--- src/rtl/cpu_host_pkg.sv ---
// Shared definitions for the host command controller: opcodes, status-word
// field positions and FSM state encoding.
package cpu_host_pkg;

  localparam logic [3:0] OP_HALT = 4'h0;
  localparam logic [3:0] OP_PRST = 4'h1;
  localparam logic [3:0] OP_IWR  = 4'h2;
  localparam logic [3:0] OP_IRD  = 4'h3;
  localparam logic [3:0] OP_DWR  = 4'h4;
  localparam logic [3:0] OP_DRD  = 4'h6;
  localparam logic [3:0] OP_RUN  = 4'h8;

  localparam int ST_RUNNING_BIT = 31;
  localparam int ST_BUSY_BIT    = 30;
  localparam int ST_ERR_BIT     = 29;
  localparam int ST_OP_LSB      = 24;
  localparam int ST_CNT_W       = 24;

  typedef enum logic [2:0] {
    S_IDLE,
    S_PRST,
    S_WR,
    S_RD,
    S_RUN
  } state_t;

  function automatic logic op_legal(input logic [3:0] op);
    case (op)
      OP_HALT, OP_PRST, OP_IWR, OP_IRD, OP_DWR, OP_DRD, OP_RUN: op_legal = 1'b1;
      default:                                                 op_legal = 1'b0;
    endcase
  endfunction

endpackage

--- src/rtl/host_cmd_decode.sv ---
// Registers the host command word and flags a new command whenever the word
// changes while the controller is able to take it.
module host_cmd_decode
  import cpu_host_pkg::*;
(
  input  logic        clk,
  input  logic        rst,
  input  logic [31:0] cmd_in,
  input  logic        can_accept,
  output logic        accept,
  output logic [3:0]  opcode,
  output logic [27:0] arg,
  output logic        legal
);

  logic [31:0] cmd_q;

  always_ff @(posedge clk or negedge rst) begin
    if (!rst) cmd_q <= '0;
    else      cmd_q <= cmd_in;
  end

  // Changes seen while the controller is busy are dropped, not deferred.
  assign accept = can_accept && (cmd_in != cmd_q);
  assign opcode = cmd_in[31:28];
  assign arg    = cmd_in[27:0];
  assign legal  = op_legal(cmd_in[31:28]);

endmodule

--- src/rtl/cpu_host_ctrl.sv ---
// Host command controller: sequences CPU pipeline reset, run/halt and
// host-side memory access (memory access only while halted).
module cpu_host_ctrl
  import cpu_host_pkg::*;
#(
  parameter int ADDR_W     = 10,
  parameter int RST_CYCLES = 4,
  parameter int RD_LAT     = 1,
  parameter int CNT_W      = 24
) (
  input  logic              clk,
  input  logic              rst,
  input  logic [31:0]       cmd_in,
  input  logic [31:0]       din_low,
  input  logic [31:0]       din_high,
  output logic [31:0]       cmd_out,
  output logic [31:0]       dout_low,
  output logic [31:0]       dout_high,
  output logic              pipe_en,
  output logic              pipe_rst,
  output logic              mem_sel,
  output logic              mem_en,
  output logic              mem_we,
  output logic [ADDR_W-1:0] mem_addr,
  output logic [63:0]       mem_wdata,
  input  logic [63:0]       mem_rdata
);

  localparam int RC_W = $clog2(RST_CYCLES + 1);
  localparam int RL_W = $clog2(RD_LAT + 1);

  state_t             state;
  logic               accept;
  logic               legal;
  logic [3:0]         opcode;
  logic [27:0]        arg;
  logic [CNT_W-1:0]   count;
  logic [CNT_W-1:0]   remain;
  logic [RC_W-1:0]    rst_cnt;
  logic [RL_W-1:0]    rd_cnt;
  logic               err;
  logic [3:0]         last_op;
  logic               unused_arg_bits;

  host_cmd_decode u_decode (
    .clk        (clk),
    .rst        (rst),
    .cmd_in     (cmd_in),
    .can_accept (state == S_IDLE || state == S_RUN),
    .accept     (accept),
    .opcode     (opcode),
    .arg        (arg),
    .legal      (legal)
  );

  assign unused_arg_bits = ^arg[27:CNT_W];

  always_ff @(posedge clk or negedge rst) begin
    if (!rst) begin
      state     <= S_IDLE;
      pipe_en   <= 1'b0;
      pipe_rst  <= 1'b0;
      mem_en    <= 1'b0;
      mem_we    <= 1'b0;
      mem_sel   <= 1'b0;
      mem_addr  <= '0;
      count     <= '0;
      remain    <= '0;
      rst_cnt   <= '0;
      rd_cnt    <= '0;
      err       <= 1'b0;
      last_op   <= '0;
      dout_low  <= '0;
      dout_high <= '0;
    end else begin
      mem_en <= 1'b0;
      mem_we <= 1'b0;
      if (accept) last_op <= opcode;
      if (accept && !legal) err <= 1'b1;

      case (state)
        S_IDLE: begin
          if (accept && legal) begin
            case (opcode)
              OP_PRST: begin
                state    <= S_PRST;
                pipe_rst <= 1'b1;
                rst_cnt  <= RC_W'(RST_CYCLES - 1);
                count    <= '0;
                err      <= 1'b0;
              end
              OP_DWR, OP_IWR: begin
                state    <= S_WR;
                mem_en   <= 1'b1;
                mem_we   <= 1'b1;
                mem_sel  <= (opcode == OP_IWR);
                mem_addr <= arg[ADDR_W-1:0];
              end
              OP_DRD, OP_IRD: begin
                state    <= S_RD;
                mem_en   <= 1'b1;
                mem_sel  <= (opcode == OP_IRD);
                mem_addr <= arg[ADDR_W-1:0];
                rd_cnt   <= '0;
              end
              OP_RUN: begin
                state   <= S_RUN;
                pipe_en <= 1'b1;
                remain  <= arg[CNT_W-1:0];
              end
              default: ;
            endcase
          end
        end

        S_PRST: begin
          if (rst_cnt == '0) begin
            pipe_rst <= 1'b0;
            state    <= S_IDLE;
          end else begin
            rst_cnt <= rst_cnt - 1'b1;
          end
        end

        S_WR: state <= S_IDLE;

        S_RD: begin
          if (rd_cnt == RL_W'(RD_LAT)) begin
            {dout_high, dout_low} <= mem_rdata;
            state                 <= S_IDLE;
          end else begin
            rd_cnt <= rd_cnt + 1'b1;
          end
        end

        S_RUN: begin
          if (count != '1) count <= count + 1'b1;
          // A zero run length means run until an explicit HALT.
          if (accept && legal && opcode == OP_PRST) begin
            state    <= S_PRST;
            pipe_en  <= 1'b0;
            pipe_rst <= 1'b1;
            rst_cnt  <= RC_W'(RST_CYCLES - 1);
            count    <= '0;
            err      <= 1'b0;
          end else if (accept && legal && opcode == OP_HALT) begin
            state   <= S_IDLE;
            pipe_en <= 1'b0;
          end else if (accept && legal && opcode == OP_RUN) begin
            remain <= arg[CNT_W-1:0];
          end else begin
            if (accept && legal) err <= 1'b1;
            if (remain == CNT_W'(1)) begin
              state   <= S_IDLE;
              pipe_en <= 1'b0;
              remain  <= '0;
            end else if (remain != '0) begin
              remain <= remain - 1'b1;
            end
          end
        end

        default: state <= S_IDLE;
      endcase
    end
  end

  // Write data follows din during the access cycle so it is sampled there.
  assign mem_wdata = mem_we ? {din_high, din_low} : 64'h0;

  always_comb begin
    cmd_out                                  = '0;
    cmd_out[ST_RUNNING_BIT]                  = (state == S_RUN);
    cmd_out[ST_BUSY_BIT]                     = (state == S_PRST) || (state == S_WR) || (state == S_RD);
    cmd_out[ST_ERR_BIT]                      = err;
    cmd_out[ST_OP_LSB+3:ST_OP_LSB]           = last_op;
    cmd_out[ST_CNT_W-1:0]                    = ST_CNT_W'(count);
  end

endmodule

--- config.mk ---
export PLATFORM = sky130hd
export DESIGN_NAME = cpu_host_ctrl
export DESIGN_NICKNAME = d
export VERILOG_FILES = /design/src/rtl/cpu_host_pkg.sv /design/src/rtl/host_cmd_decode.sv /design/src/rtl/cpu_host_ctrl.sv
export SDC_FILE = /design/constraint.sdc
export NUM_CORES = 1
export LEC_CHECK = 0
export ABC_AREA = 0
export BUFFER_PORTS_ARGS = -buffer_cell sky130_fd_sc_hd__clkbuf_2
export CAP_MARGIN = 10
export CORE_MARGIN = 2
export CORE_UTILIZATION = 42
export CTS_CLUSTER_SIZE = 24
export DETAILED_ROUTE_END_ITERATION = 10
export HOLD_SLACK_MARGIN = 0.03
export PLACE_DENSITY = 0.73
export SLEW_MARGIN = 5
export SYNTH_ARGS = -nofsm -noshare
export SYNTH_HDL_FRONTEND = slang
export SYNTH_SLANG_ARGS = --single-unit
--- constraint.sdc ---
create_clock -name clk -period 3.35 [get_ports clk]
set_input_delay 0.67 -clock clk [delete_from_list [all_inputs] [get_ports clk]]
set_output_delay 0.67 -clock clk [all_outputs]
set_load 0.1 [all_outputs]
==> results.py <==
metrics = {
    "synthesis": {
        "netlist_area_um2": 8200,
        "syn_area_per_cell_um2": 11.2,
        "synth-seq-cells": 171,
        "ys_types": 69,
        "synth_edf_count": 0,
        "synth_ff_type": "dfrtp_1",
        "ys_async_sr_fraction_pct": 100,
        "yosys_warnings": 0,
        "synth_cells": 735,
        "syn-num-nets": 902,
        "yosysSeqAreaShare_pct": 52.2,
    },
    "critical_path": {
        "crit_top_cell": "nand2_1",
        "timing.reg2reg.setup_slack_ns": 0.48,
        "crit_arrival_ns": 3.23,
        "r2r_start": "remain[0]$_DFFE_PN0P_",
        "worst_path_largest_cell_delay_ns": 0.49,
        "path_class": "register to register",
        "start_kind": "register",
        "ff2ff_path_depth": 9,
        "end_kind": "register",
        "crit_chain": "inv_1 -> ha_1 -> nor2b_1 -> nand2_1 -> nor2_1 -> nand2_1 -> nor3_1 -> a32o_1 -> a22o_1",
        "cp_max_fo": 6,
        "slowest_stage": "nor3_1",
        "r2r_end": "remain[20]$_DFFE_PN0P_",
        "critPathRequiredTime_ns": 3.71,
    },
    "drt": {
        "num_vias": 7044,
        "drt_wl_total_um": 24400,
        "postRouteAntennaNets": 0,
        "drt-pass1-iter-count": 5,
        "viasPerCell": 5.22,
        "drc": 0,
        "wire_per_inst_um": 18.1,
        "drtIter0Drc": 416,
    },
    "cts": {
        "cts_made_buffers": 17,
        "htree_num_levels": 4,
        "clock-sinks": 171,
        "ctsRootBufferMaster": "clkbuf_16",
        "cts.path.max_buffers": 2,
        "cts_hold_buffers": 0,
        "cts_resized": 0,
        "cts_tree": "done",
        "postCtsSetupRepairBufs": 0,
        "cts.clk_slew.worst_paths_ns": 0.07,
        "clk_latency_ns": 0.43,
    },
    "sta": {
        "setup_viol_count_final": 0,
        "slew_headroom_pct": 45.5,
        "worst_slew_pin_slew_ns": 0.817,
        "slew_violations": 0,
        "skew_ns": 0.0124,
        "finalSetupTns_ns": 0,
        "fmaxAchievable_mhz": 349,
        "grt_setup_unrepaired": "false",
        "fin_crit_sh_pct": 85.6,
        "setup_ws_ns": 0.484,
        "period_needed_ns": 2.87,
        "final-hold-violation-count": 0,
    },
    "grt": {
        "grt_max_degree": 74,
        "grt_antenna_before_repair": 0,
        "overflow": 0,
        "track_usage_pct": 23.2,
        "grt_pass1_wl_um": 36800,
        "grt_pass1_vias": 6946,
    },
    "job": {
        "cap_violations": 0,
    },
    "cells_and_area": {
        "fill_cells": 1732,
        "syn_to_final_growth_pct": 31.1,
        "drive_gt1_share_pct": 44.2,
        "nNetsFinal": 1238,
        "n_antenna_cell": 0,
        "multi_input_area_um2": 3670,
        "register_area_um2": 4280,
    },
    "hold_path": {
        "hp-class": "input pin to asynchronous set/reset pin",
    },
    "placed_design": {
        "place_ws_ns": 0.271,
        "dp_hpwl_um": 18500,
        "gp_congestion": 0.887,
        "portBuffers": 335,
    },
    "run_status": {
        "status": "finished clean",
    },
    "floorplanning": {
        "die-area_um2": 20700,
        "dieHeight_um": 144,
        "ios": 337,
        "initial_core_util_pct": 42.4,
        "die_w_um": 144,
        "core_area_um2": 19300,
        "rows": 51,
    },
}
stage by stage:
step	hold WS (ns)	std cells	area [um2]	utilization, %
2_1_floorplan	0.374	735	8200	-
6_report	0.259	1349	10800	55.6
4_1_cts	0.283	1349	10800	55.6
5_1_grt	0.299	1349	10800	55.6
3_3_place_gp	0.468	1317	10200	52.6
3_5_place_dp	0.474	1317	10200	52.6
state kept, by name (all words and copies together) (netlist names):
signal          flops
mem_we              1
dout_high          32
last_op             4
mem_addr           10
rst_cnt             3
remain             24
u_decode.cmd_q     32
state               3
mem_sel             1
pipe_rst            1
rd_cnt              1
err                 1
dout_low           32
mem_en              1
pipe_en             1
count              24
layer usage:
layer  routed length [um]  up-vias  global-route usage [%]
li1                     -     3285                       -
met2                12300      336                    39.6
met1                 9410     3378                    27.4
met4                  820        0                    9.96
met5                    0        -                       0
met3                 1890       45                    6.46
layout make-up:
class / count / area share [%]
Sequential cell: 171 / 39.8
Tap cell: 265 / 3.08
Multi-Input combinational cell: 512 / 34.2
Timing Repair Buffer: 354 / 17.1
Inverter: 15 / 0.524
Clock inverter: 15 / 1.41
Clock buffer: 17 / 3.96
how the worst max path moves through the flow:
stage / startpoint / cells after the start / slack (ns) / end
detailed placement: cmd_in[16] / 9 / 0.27 / remain[0]$_DFFE_PN0P_
global placement: cmd_in[16] / 9 / 0.36 / remain[0]$_DFFE_PN0P_
CTS: remain[0]$_DFFE_PN0P_ / 9 / 0.58 / remain[20]$_DFFE_PN0P_
finish: remain[0]$_DFFE_PN0P_ / 9 / 0.48 / remain[20]$_DFFE_PN0P_
global route: remain[0]$_DFFE_PN0P_ / 9 / 0.34 / remain[20]$_DFFE_PN0P_
floorplan: mem_we$_DFF_PN0_ / 3 / 0.49 / mem_wdata[10]
cell families (layout without fill, tap and decap cells):
family	Yosys count	after routing	share of synthesized area (%)
other	1	1	0.0457
multiplexers	79	79	10.8
adder cells (fa/ha/maj)	5	5	0.763
AO/OA/AOI/OAI	129	129	11.0
buffers and inverters	52	401	3.08
AND/OR/NAND/NOR	246	246	16.6
flip-flops	171	171	52.2
XOR/XNOR	52	52	5.55
cells in the final DEF (no fill, tap or decap), types with 9 or more instances in the layout:
master     count
a21oi_1       24
and2_1        70
buf_4         18
clkbuf_16     17
clkbuf_2     334
dfrtp_1      171
inv_1         14
mux2_2        73
nand2_1       34
nand3_1        9
nand4_1       15
nor2_1        50
nor3_1        14
nor4_1        20
o21ai_0       20
o21ai_1       14
o2bb2ai_1     16
xor2_1        45
worst max-delay path: cells and delay by family, from the launching register on:
family	cells	cell delay, ns
AO/OA/AOI/OAI	2	0.41
buffers and inverters	1	0.11
AND/OR/NAND/NOR	5	1.69
adder cells (fa/ha/maj)	1	0.17
flip-flops	1	0.42
cells in the mapped netlist (2+ instances only):
cell	number	area, um2
nor3_1	14	70.1
nand3_1	9	45.0
buf_2	4	20.0
o22ai_1	6	37.5
inv_1	14	52.6
mux2_2	73	822
nor2b_1	4	25.0
or4_4	2	22.5
nand4_1	15	93.8
a31oi_1	4	25.0
o21bai_1	2	15.0
and3_1	5	31.3
and2_1	70	438
nor4_1	20	125
and4_1	3	26.3
buf_1	3	11.3
buf_6	6	67.6
nand2_2	2	12.5
nand2_1	34	128
buf_4	2	15.0
nand3b_1	2	15.0
or3_1	4	25.0
mux2i_1	2	20.0
a32oi_1	6	52.6
o21ai_1	14	70.1
o21ai_0	20	100
nand2b_1	2	12.5
nor4_2	2	25.0
or4_1	2	15.0
o32ai_1	2	17.5
mux2_1	4	45.0
o2bb2ai_1	16	140
clkbuf_1	22	82.6
a21oi_1	25	125
a22oi_1	7	52.6
a22o_1	6	52.6
ha_1	5	62.6
o22a_1	2	17.5
xnor2_1	7	61.3
xor2_1	45	394
dfrtp_1	171	4280
nor2_1	50	188
Power is not shown: default switching activity piles up to over one toggle a cycle in this logic, so the estimate is an artifact.
